$ cat src/rtl/fb_pkg.sv
// -----------------------------------------------------------------------------
// fb_pkg
// Shared definitions for the pixel frame-buffer writer:
//   - fb_state_e       : writer FSM states (idle / filling a frame / frame done)
//   - field widths of the pixel stream and the skid-buffer payload
//   - rgb888_to_565()  : truncating RGB888 -> RGB565 conversion
// -----------------------------------------------------------------------------
package fb_pkg;

    typedef enum logic [1:0] {
        StIdle = 2'd0,
        StFill = 2'd1,
        StDone = 2'd2
    } fb_state_e;

    localparam int unsigned PIX_W    = 24;
    localparam int unsigned HCNT_W   = 11;
    localparam int unsigned VCNT_W   = 10;
    localparam int unsigned SKID_W   = PIX_W + HCNT_W + VCNT_W;  // 45-bit payload
    localparam int unsigned RGB565_W = 16;

    // Keeps the top bits of each channel; low bits are simply dropped.
    function automatic logic [RGB565_W-1:0] rgb888_to_565(input logic [PIX_W-1:0] rgb);
        return {rgb[23:19], rgb[15:10], rgb[7:3]};
    endfunction

endpackage

$ cat src/rtl/axis_skid_buffer.sv
// -----------------------------------------------------------------------------
// axis_skid_buffer
// Two-entry FIFO that decouples the pixel stream handshake from the memory
// write port. Full/empty come straight from a registered occupancy count, so
// the upstream ready never depends combinationally on the pop side.
//
// Ports
//   i_clk    : clock, rising edge
//   i_rst_n  : asynchronous active-low reset (empties the buffer)
//   i_push   : write i_data (ignored when full)
//   i_data   : payload to store
//   i_pop    : discard head entry (ignored when empty)
//   o_data   : head entry
//   o_empty  : no entries held
//   o_full   : both entries held
// -----------------------------------------------------------------------------
module axis_skid_buffer
    import fb_pkg::*;
#(
    parameter int unsigned DATA_W = SKID_W
) (
    input  logic              i_clk,
    input  logic              i_rst_n,
    input  logic              i_push,
    input  logic [DATA_W-1:0] i_data,
    input  logic              i_pop,
    output logic [DATA_W-1:0] o_data,
    output logic              o_empty,
    output logic              o_full
);

    logic [DATA_W-1:0] r_mem [2];
    logic              r_wr_ptr;
    logic              r_rd_ptr;
    logic [1:0]        r_count;

    logic w_push;
    logic w_pop;

    assign w_push  = i_push && (r_count != 2'd2);
    assign w_pop   = i_pop  && (r_count != 2'd0);
    assign o_empty = (r_count == 2'd0);
    assign o_full  = (r_count == 2'd2);
    assign o_data  = r_mem[r_rd_ptr];

    always_ff @(posedge i_clk or negedge i_rst_n) begin
        if (!i_rst_n) begin
            r_wr_ptr <= 1'b0;
            r_rd_ptr <= 1'b0;
            r_count  <= 2'd0;
            r_mem[0] <= '0;
            r_mem[1] <= '0;
        end else begin
            if (w_push) begin
                r_mem[r_wr_ptr] <= i_data;
                r_wr_ptr        <= ~r_wr_ptr;
            end
            if (w_pop) begin
                r_rd_ptr <= ~r_rd_ptr;
            end
            case ({w_push, w_pop})
                2'b10:   r_count <= r_count + 2'd1;
                2'b01:   r_count <= r_count - 2'd1;
                default: r_count <= r_count;
            endcase
        end
    end

endmodule

$ cat src/rtl/pixel_fb_writer.sv
// -----------------------------------------------------------------------------
// pixel_fb_writer
// Writes one frame of an RGB888 pixel stream into a double-buffered RGB565
// frame buffer. A frame fill is armed by frame_start, completes after
// H_RES*V_RES in-range pixels have been written, and the filled bank is handed
// to the display side on swap_ack.
//
// Ports
//   aclk, aresetn       : clock (rising edge) / asynchronous active-low reset
//   pixel_axis_tdata    : {R,G,B} 8 bits each
//   pixel_axis_tvalid   : pixel valid
//   pixel_axis_tready   : writer can accept (FILL and skid buffer not full)
//   hcount_in/vcount_in : pixel column/row, qualified by tvalid
//   frame_start         : pulse, arms a fill from IDLE
//   swap_ack            : pulse, display took the completed bank (DONE only)
//   wr_stall            : memory write port unavailable this cycle
//   fb_we/fb_addr/fb_wdata : registered write port, fb_addr = {bank, word}
//   display_bank        : bank the display reads; writes go to the other one
//   frame_done          : pulse, cycle after the final write of a frame
//   busy                : high while filling
// -----------------------------------------------------------------------------
module pixel_fb_writer
    import fb_pkg::*;
#(
    parameter int unsigned H_RES  = 320,
    parameter int unsigned V_RES  = 180,
    parameter int unsigned ADDR_W = 17
) (
    input  logic                aclk,
    input  logic                aresetn,
    input  logic [PIX_W-1:0]    pixel_axis_tdata,
    input  logic                pixel_axis_tvalid,
    output logic                pixel_axis_tready,
    input  logic [HCNT_W-1:0]   hcount_in,
    input  logic [VCNT_W-1:0]   vcount_in,
    input  logic                frame_start,
    input  logic                swap_ack,
    input  logic                wr_stall,
    output logic                fb_we,
    output logic [ADDR_W:0]     fb_addr,
    output logic [RGB565_W-1:0] fb_wdata,
    output logic                display_bank,
    output logic                frame_done,
    output logic                busy
);

    localparam int unsigned TOTAL = H_RES * V_RES;
    localparam int unsigned CNT_W = $clog2(TOTAL + 1);

    // -------------------------------------------------------------------------
    // Declarations
    // -------------------------------------------------------------------------
    fb_state_e           r_state;
    fb_state_e           w_state_next;
    logic [CNT_W-1:0]    r_pix_cnt;
    logic                r_display_bank;
    logic                r_we;
    logic [ADDR_W:0]     r_addr;
    logic [RGB565_W-1:0] r_wdata;
    logic                r_final_wr;
    logic                r_frame_done;

    logic                w_skid_empty;
    logic                w_skid_full;
    logic                w_push;
    logic                w_pop;
    logic [SKID_W-1:0]   w_skid_in;
    logic [SKID_W-1:0]   w_skid_out;
    logic [PIX_W-1:0]    w_pix;
    logic [HCNT_W-1:0]   w_h;
    logic [VCNT_W-1:0]   w_v;
    logic [ADDR_W-1:0]   w_word;
    logic                w_in_range;
    logic                w_issue;
    logic                w_last_issue;
    logic                w_start;

    // -------------------------------------------------------------------------
    // Skid buffer between the stream and the write port
    // -------------------------------------------------------------------------
    assign w_skid_in         = {pixel_axis_tdata, hcount_in, vcount_in};
    assign pixel_axis_tready = (r_state == StFill) && !w_skid_full;
    assign w_push            = pixel_axis_tvalid && pixel_axis_tready;
    // Popping continues in every state so leftovers drain and are discarded.
    assign w_pop             = !w_skid_empty && !wr_stall;

    axis_skid_buffer #(
        .DATA_W (SKID_W)
    ) u_skid (
        .i_clk   (aclk),
        .i_rst_n (aresetn),
        .i_push  (w_push),
        .i_data  (w_skid_in),
        .i_pop   (w_pop),
        .o_data  (w_skid_out),
        .o_empty (w_skid_empty),
        .o_full  (w_skid_full)
    );

    assign {w_pix, w_h, w_v} = w_skid_out;

    // 32-bit arithmetic; any in-range pixel fits in ADDR_W bits by construction.
    assign w_word       = ADDR_W'(32'(w_v) * H_RES + 32'(w_h));
    assign w_in_range   = (32'(w_h) < H_RES) && (32'(w_v) < V_RES);
    assign w_issue      = w_pop && w_in_range && (r_state == StFill);
    assign w_last_issue = w_issue && (r_pix_cnt == CNT_W'(TOTAL - 1));
    assign w_start      = (r_state == StIdle) && frame_start;

    // -------------------------------------------------------------------------
    // Control FSM
    // -------------------------------------------------------------------------
    always_ff @(posedge aclk or negedge aresetn) begin
        if (!aresetn) begin
            r_state <= StIdle;
        end else begin
            r_state <= w_state_next;
        end
    end

    always_comb begin
        w_state_next = r_state;
        unique case (r_state)
            StIdle: if (frame_start)  w_state_next = StFill;
            StFill: if (w_last_issue) w_state_next = StDone;
            // frame_start together with swap_ack only swaps; it does not re-arm.
            StDone: if (swap_ack)     w_state_next = StIdle;
            default:                  w_state_next = StIdle;
        endcase
    end

    // -------------------------------------------------------------------------
    // Pixel counter, bank select, write port, completion pulse
    // -------------------------------------------------------------------------
    always_ff @(posedge aclk or negedge aresetn) begin
        if (!aresetn) begin
            r_pix_cnt      <= '0;
            r_display_bank <= 1'b0;
            r_we           <= 1'b0;
            r_addr         <= '0;
            r_wdata        <= '0;
            r_final_wr     <= 1'b0;
            r_frame_done   <= 1'b0;
        end else begin
            if (w_start) begin
                r_pix_cnt <= '0;
            end else if (w_issue) begin
                r_pix_cnt <= r_pix_cnt + 1'b1;
            end

            if ((r_state == StDone) && swap_ack) begin
                r_display_bank <= ~r_display_bank;
            end

            r_we <= w_issue;
            if (w_issue) begin
                r_addr  <= {~r_display_bank, w_word};
                r_wdata <= rgb888_to_565(w_pix);
            end

            // r_final_wr lines up with the final fb_we; frame_done follows it.
            r_final_wr   <= w_last_issue;
            r_frame_done <= r_final_wr;
        end
    end

    assign fb_we        = r_we;
    assign fb_addr      = r_addr;
    assign fb_wdata     = r_wdata;
    assign display_bank = r_display_bank;
    assign frame_done   = r_frame_done;
    assign busy         = (r_state == StFill);

endmodule

$ cat config.mk
export PLATFORM = sky130hd
export DESIGN_NAME = pixel_fb_writer
export DESIGN_NICKNAME = d
export VERILOG_FILES = /design/src/rtl/fb_pkg.sv /design/src/rtl/axis_skid_buffer.sv /design/src/rtl/pixel_fb_writer.sv
export SDC_FILE = /design/constraint.sdc
export NUM_CORES = 1
export LEC_CHECK = 0
export ABC_AREA = 1
export ABC_CLOCK_PERIOD_IN_PS = 5900
export CAP_MARGIN = 0
export CORE_MARGIN = 4
export CORE_UTILIZATION = 55
export CTS_CLUSTER_DIAMETER = 100
export DETAILED_ROUTE_END_ITERATION = 8
export PLACE_DENSITY = 0.8
export SYNTH_ARGS = -nofsm -noshare
export SYNTH_HDL_FRONTEND = slang
export SYNTH_SLANG_ARGS = --single-unit
export TNS_END_PERCENT = 1
$ cat constraint.sdc
create_clock -name aclk -period 5.9 [get_ports aclk]
set_input_delay 1.18 -clock aclk [delete_from_list [all_inputs] [get_ports aclk]]
set_output_delay 1.18 -clock aclk [all_outputs]
set_load 0.01 [all_outputs]
==> metrics.txt, run 1 <==
Layout Area Growth over Synthesis=21.2%; share of layout cells above drive strength 1=0.0580; Flop pwr share=0.304; average wire per standard cell=between 10 and 15 µm; clk root buf=clkbuf_16; share of the synthesized area in the top cell type=0.495; crit path launch type=flip-flop; min Tclk post-route=about 3.7 ns; pre-CTS setup slack=approximately 2.2 ns; antenna diode count=0; CTS sink count=~130; via/cell ratio=around 5.3; Synth area leaders=dfrtp_1 (50%), nand2_1 (13%), o21ai_0 (5.6%); max-cap check violation count=0; final HPWL from detailed placement=between 9 and 10 mm; footprint of the multi-input gates=2870 µm²; setup bufs post-CTS=0; power per cell area=602 nW/µm²; Synth Net Count=between 800 and 900; Detailed Route WL=14.5 mm; port bufs=81; final slew viol count=0; total power=roughly 4900 µW; Hold-fix buffers, CTS=0; P_sw=roughly 2100 µW; WS Path Type=reg2reg; storage element area=3350 µm²; Mapped Cells=between 800 and 900; # fillers=roughly 970; die height=about 120 µm; CTS tree=built; Post-CTS Resized=0; detailed-route DRC error count=0; TritonCTS Buffers=17; Worst setup EP type=flip-flop; Congestion Overflow GR=0; Hold/Removal Path Class=reg2reg; number of flops mapped to enable cells by yosys=0; dominant synthesized flop cell=dfrtp_1; Std-Cell Rows=40; final setup margin=between 2 and 2.5 ns; I/O Pins=90; Netlist cell types=38; initial antenna violation count=0; vias in the first global route=around 5400; Slew @ Worst Pin=0.740 ns; WHS=~0.36 ns; Pleak=0.00406 µW; FFs w/ async S/R, synth=1.00; max frequency=269 MHz; warnings from Yosys=0; largest net degree at the start of global routing=between 80 and 90; clock buffer depth=2; initial core utilization=0.564; Reg clk slew, reported paths=about 0.06 ns; compound-gate portion of the synthesized area=0.111; sequential-to-total area share from yosys stat=0.495; WP data arrival=4.01 ns; die area=14100 µm²; Synth Register Bits=roughly 130; post-synth top area cell=dfrtp_1; H-tree depth=4; Simple-Gate Fraction of Synth Area=0.207; # nets final=960; multiplexer share of the synthesized area=0.0325; Final ANT Viol Nets=0; final setup fails=0; core area=between 10000 and 15000 µm²; Worst-Skew Late Latency=approximately 0.42 ns; fin crit share=0.629; CP required=between 6 and 7 ns; Crit Path Max Fanout=46; status=finished, final reports clean; Post-Synth Adder-Cell Area=0.0466; Relative slew margins=0.506; Tot GR Track Use=0.214; post-route setup TNS=0 ns; unrepaired setup endpoints after global routing=no; Die Wd=119 µm; Int Pwr=approximately 2900 µW; largest family of logic cells by synthesized area=simple AND/OR/NAND/NOR gates; total number of vias=between 5000 and 6000; first-pass GRT wire length=24.6 mm; Cell Area, Synth=about 6800 µm²; xor/xnor share of the synthesized area=0.0259; clock power share=0.204; design area=between 8000 and 9000 µm²; drt pass-1 iters=5; DP Area=~7600 µm²; sw frac=0.418; Mapped Avg Cell Area=about 8.4 µm²; Comb power frac=0.492; number of DRC markers in iteration 0=360; final hold viol count=0; Final GP Congestion=approximately 0.92; clock skew=around 0.012 ns; Peak VDD IR=0.361 mV
-- area by class of cell --
cell class              instances  area share
inverters                     101      0.0462
repair buffers                 85       0.103
multi-input cells             546       0.350
flip-flops and latches        134       0.409
clock buffers                  24      0.0612
well taps                     147      0.0224
clock inverters                 6     0.00839
-- cell usage in the layout (no fill, tap or decap), types with 10 or more instances in the layout --
cell,count
nor2_1,37
o21ai_1,44
inv_1,97
nand4_1,10
o21ai_0,76
xor2_1,14
clkbuf_16,17
clkdlybuf4s50_1,80
nand2_1,241
nand3_1,29
dfrtp_1,133
mux2i_1,22
ha_1,22
-- synthesized netlist by cell type, types with 6 or more instances --
master	number
inv_1	97
o21ai_0	76
a21oi_1	9
nor2_1	37
nand3_1	30
mux2i_1	22
o21ai_1	44
xor2_1	14
clkbuf_1	11
nand4_1	10
xnor2_1	6
buf_2	11
nand2_1	241
ha_1	22
dfrtp_1	134
o31ai_1	9
-- metrics by stage --
| stage | cells | utilization |
|---|---|---|
| finish | 1043 | 0.683 |
| detailed placement | 1013 | 0.635 |
| floorplan | 810 | - |
| global placement | 1013 | 0.635 |
| CTS | 1043 | 0.683 |
| global route | 1043 | 0.683 |
-- logic make-up after synthesis --
logic type                 Yosys count
and+or+nand+nor                    337
DFF                                134
xor gates and xnor gates            20
muxes                               22
buffers and inverters              130
adders and majority gates           24
AOI/OAI and AO/OA                  143
-- per-layer routing --
layer / routed length, µm / up-vias / track usage
met1: 6400 / 2568 / 0.268
met3: 701 / 25 / 0.0603
met5: 0 / - / 0
met2: 7070 / 142 / 0.356
met4: 295 / 0 / 0.0739
li1: - / 2757 / -
-- state kept, by name, summed over array words and instances, names as in the netlist --
name and cells:
u_skid.r_mem 74, frame_done 1, r_final_wr 1, fb_addr 18
display_bank 1, r_state 2, u_skid.r_rd_ptr 1, r_pix_cnt 16
u_skid.r_wr_ptr 1, fb_wdata 16, u_skid.r_count 2, fb_we 1
-- worst paths after layout --
path,end,slack [ns],cells past startpoint,startpoint
worst min-delay path,frame_done,0.36,0,r_final_wr
min in group asynchronous,r_pix_cnt[3],0.80,1,aresetn
worst min register to register,frame_done,0.36,0,r_final_wr
worst max register to register,fb_addr[13],2.19,15,u_skid.r_rd_ptr
max in group asynchronous,u_skid.r_mem[10],3.95,2,aresetn
worst max-delay path,fb_addr[13],2.19,15,u_skid.r_rd_ptr
-- power by group through the flow --
stage | sequential, µW | clock, µW | combinational [µW]
after floorplan | 1500 | 0 | 1760
after global placement | 1490 | 0 | 2330
after detailed placement | 1510 | 0 | 2390
after CTS | 1500 | 1020 | 2440
after global routing | 1550 | 1060 | 2770
final | 1500 | 1000 | 2430
-- critical path, stage by stage, from the launching register on --
cell and delay [ns]:
dfrtp_2 0.36, buf_4 0.52, o21ai_0 0.35, ha_1 0.37
ha_1 0.24, fa_1 0.44, ha_1 0.38, nand2_1 0.08
nor2_1 0.08, nand2_1 0.05, nand3_1 0.10, nand2_1 0.08
nor2_1 0.20, a21oi_1 0.09, o21ai_0 0.13, nand2_1 0.08
Power figures use the tool's default switching activity.
==> inputs of run 2 (changes only) <==
--- a/config.mk
+++ b/config.mk
@@ -6,7 +6,7 @@
 export NUM_CORES = 1
 export LEC_CHECK = 0
 export ABC_AREA = 1
-export ABC_CLOCK_PERIOD_IN_PS = 5900
+export ABC_CLOCK_PERIOD_IN_PS = 3750
 export CAP_MARGIN = 0
 export CORE_MARGIN = 4
 export CORE_UTILIZATION = 55
==> constraint.sdc (replaced) <==
create_clock -name aclk -period 3.75 [get_ports aclk]
set_input_delay 0.75 -clock aclk [delete_from_list [all_inputs] [get_ports aclk]]
set_output_delay 0.75 -clock aclk [all_outputs]
set_load 0.01 [all_outputs]
==> metrics.txt, run 2 (synthesized netlist as in run 1, its figures left out) <==
status=finished, final reports clean; HP Start=r_final_wr; power per cell area=950 nW/µm² (+58%); total number of vias=5483 (-0.16%); Crit Path Max Fanout=19 (-59%); Top delay family on crit path=adder cells; Slowest cell on crit path=dfrtp_2; crit path launch type=flip-flop; Met2 Wirelength=6.67 mm (-5.7%); Reg2Reg Depth=17 (+2); total power=7850 µW (+59%); critical-path cell list=inv_2, or2_2, o21ai_0, inv_1, ha_1, ha_1, fa_1, ha_1, nand2_1, nor2_1, nand2_1, nand3_1, nand2_1, nor2_1, a21oi_1, o21ai_0, nand2_1; I/O Pins=90 (unchanged); Die Wd=119 µm (unchanged); unrepaired setup endpoints after global routing=no; Hold-fix buffers, CTS=0 (unchanged); vias in the first global route=5315 (-1.3%); H-tree depth=4 (unchanged); final slew viol count=0 (unchanged); Tot GR Track Use=0.208 (-0.00557); average wire per standard cell=13.6 µm (-2.1%); Comb power frac=0.484 (-0.008); Worst R2R Setup Slack=0.37 ns (-1.81 ns); max FFs per register=74 (unchanged); share of layout cells above drive strength 1=0.0633 (+0.00523); Largest stage delay, worst path=0.55 ns (+0.03 ns); Placed Cells=1016 (+0.30%); fin crit share=0.900 (+0.271); Worst Hold End=frame_done; initial antenna violation count=0 (unchanged); port bufs=81 (unchanged); Int Pwr=4580 µW (+59%); clk root buf=clkbuf_16; Hold/Removal Path Class=reg2reg; largest net degree at the start of global routing=84 (unchanged); antenna diode count=0 (unchanged); post-route setup TNS=0 ns (unchanged); Crit path buffers/inverters=2 (+1); number of DRC markers in iteration 0=392 (+8.9%); Worst-Skew Late Latency=0.42 ns (about the same); drt pass-1 iters=5 (unchanged); reg2reg end=fb_addr[13]; WP data arrival=3.67 ns (-0.34 ns); Std-Cell Rows=40 (unchanged); Post-CTS Resized=0 (unchanged); WS Path Type=reg2reg; Flop pwr share=0.305 (about the same); final setup fails=0 (unchanged); WHS=0.353 ns (-0.00614 ns); post-layout util=0.688 (+0.00469); Final ANT Viol Nets=0 (unchanged); Final Non-Filler Cells=1048 (+0.48%); Routed met1 length=6.55 mm (+2.4%); hold path depth=0 (unchanged); final HPWL from detailed placement=9.69 mm (+1.2%); max frequency=296 MHz (+9.9%); Reg clk slew, reported paths=0.06 ns (about the same); min Tclk post-route=3.38 ns (-0.335 ns); most frequent cells in the layout=nand2_1 (241), dfrtp_1 (133), inv_1 (97); Layout Area Growth over Synthesis=22.0%; Pleak=0.00411 µW (+1.1%); Detailed Route WL=14.2 mm (-1.6%); most common cell after layout, fill and taps aside=nand2_1; initial core utilization=0.564 (unchanged); CTS tree=built; # nets final=963 (+0.31%); die area=14100 µm² (unchanged); CP required=4.05 ns (-2.14 ns); metal3 WL=749 µm (+6.8%); final hold viol count=0 (unchanged); max-cap check violation count=0 (unchanged); Final GP Congestion=0.905 (-1.6%); Relative slew margins=0.496 (-0.0104); TritonCTS Buffers=17 (unchanged); start of the worst register-to-register path=u_skid.r_rd_ptr; CTS sink count=134 (unchanged); Worst setup EP type=flip-flop; detailed-route DRC error count=0 (unchanged); uppermost layer routed=met4; Peak VDD IR=0.473 mV (+31%); P_sw=3270 µW (+58%); clock power share=0.211 (+0.007); # fillers=972 (+0.52%); die height=119 µm (unchanged); Reg with most FFs=u_skid.r_mem; clock buffer depth=2 (unchanged); via/cell ratio=5.23 (-0.64%); first-pass GRT wire length=24.1 mm (-2.0%); Slew @ Worst Pin=0.756 ns (+0.0156 ns); cell mode on critical path=nand2_1; sw frac=0.417 (-0.00150); setup bufs post-CTS=0 (unchanged); clock skew=0.00877 ns (-0.00333 ns); core area=12000 µm² (unchanged); Congestion Overflow GR=0 (unchanged)
## run 2: worst register-to-register path: stages (launching register included)
cell and delay (ns):
dfrtp_2 0.55, inv_2 0.06, or2_2 0.27, o21ai_0 0.10
inv_1 0.10, ha_1 0.29, ha_1 0.24, fa_1 0.44
ha_1 0.37, nand2_1 0.07, nor2_1 0.09, nand2_1 0.06
nand3_1 0.10, nand2_1 0.07, nor2_1 0.21, a21oi_1 0.09
o21ai_0 0.11, nand2_1 0.06
## run 2: worst max-delay path by stage
stage	start	end	slack (ns)	cells past startpoint
floorplan	u_skid.r_rd_ptr	fb_addr[15]	0.37	18
global placement	u_skid.r_rd_ptr	fb_addr[13]	0.46	17
detailed placement	u_skid.r_rd_ptr	fb_addr[13]	0.37	17
CTS	u_skid.r_rd_ptr	fb_addr[13]	0.37	17
global route	u_skid.r_rd_ptr	fb_addr[15]	0.03	18
finish	u_skid.r_rd_ptr	fb_addr[13]	0.37	17
## run 2: power by group through the flow
stage	logic, µW	registers (µW)	clock network [µW]
global placement	3670	2370	0
CTS	3810	2390	1680
global route	4340	2460	1740
detailed placement	3770	2390	0
finish	3800	2390	1660
floorplan	2760	2370	0
## run 2: metal layers
layer	track usage	vias to the layer above
met5	0	-
met4	0.0695	0
met3	0.0508	24
met2	0.342	138
met1	0.272	2561
li1	-	2760
## run 2: area by class of cell
| cell class | instances | area (µm²) | share of cell area |
|---|---|---|---|
| multi-input combinational | 546 | 2870 | 0.348 |
| inverter | 101 | 379 | 0.0459 |
| timing repair buffer | 88 | 877 | 0.106 |
| tap | 147 | 184 | 0.0223 |
| sequential | 134 | 3350 | 0.406 |
| clock inverter | 10 | 118 | 0.0142 |
| clock buffer | 22 | 474 | 0.0574 |
## run 2: per-stage QoR
stage | area [µm²] | setup slack (ns)
2_1_floorplan | 6770 | 0.371
6_report | 8260 | 0.374
5_1_grt | 8260 | 0.0318
3_3_place_gp | 7670 | 0.461
4_1_cts | 8260 | 0.366
3_5_place_dp | 7670 | 0.366
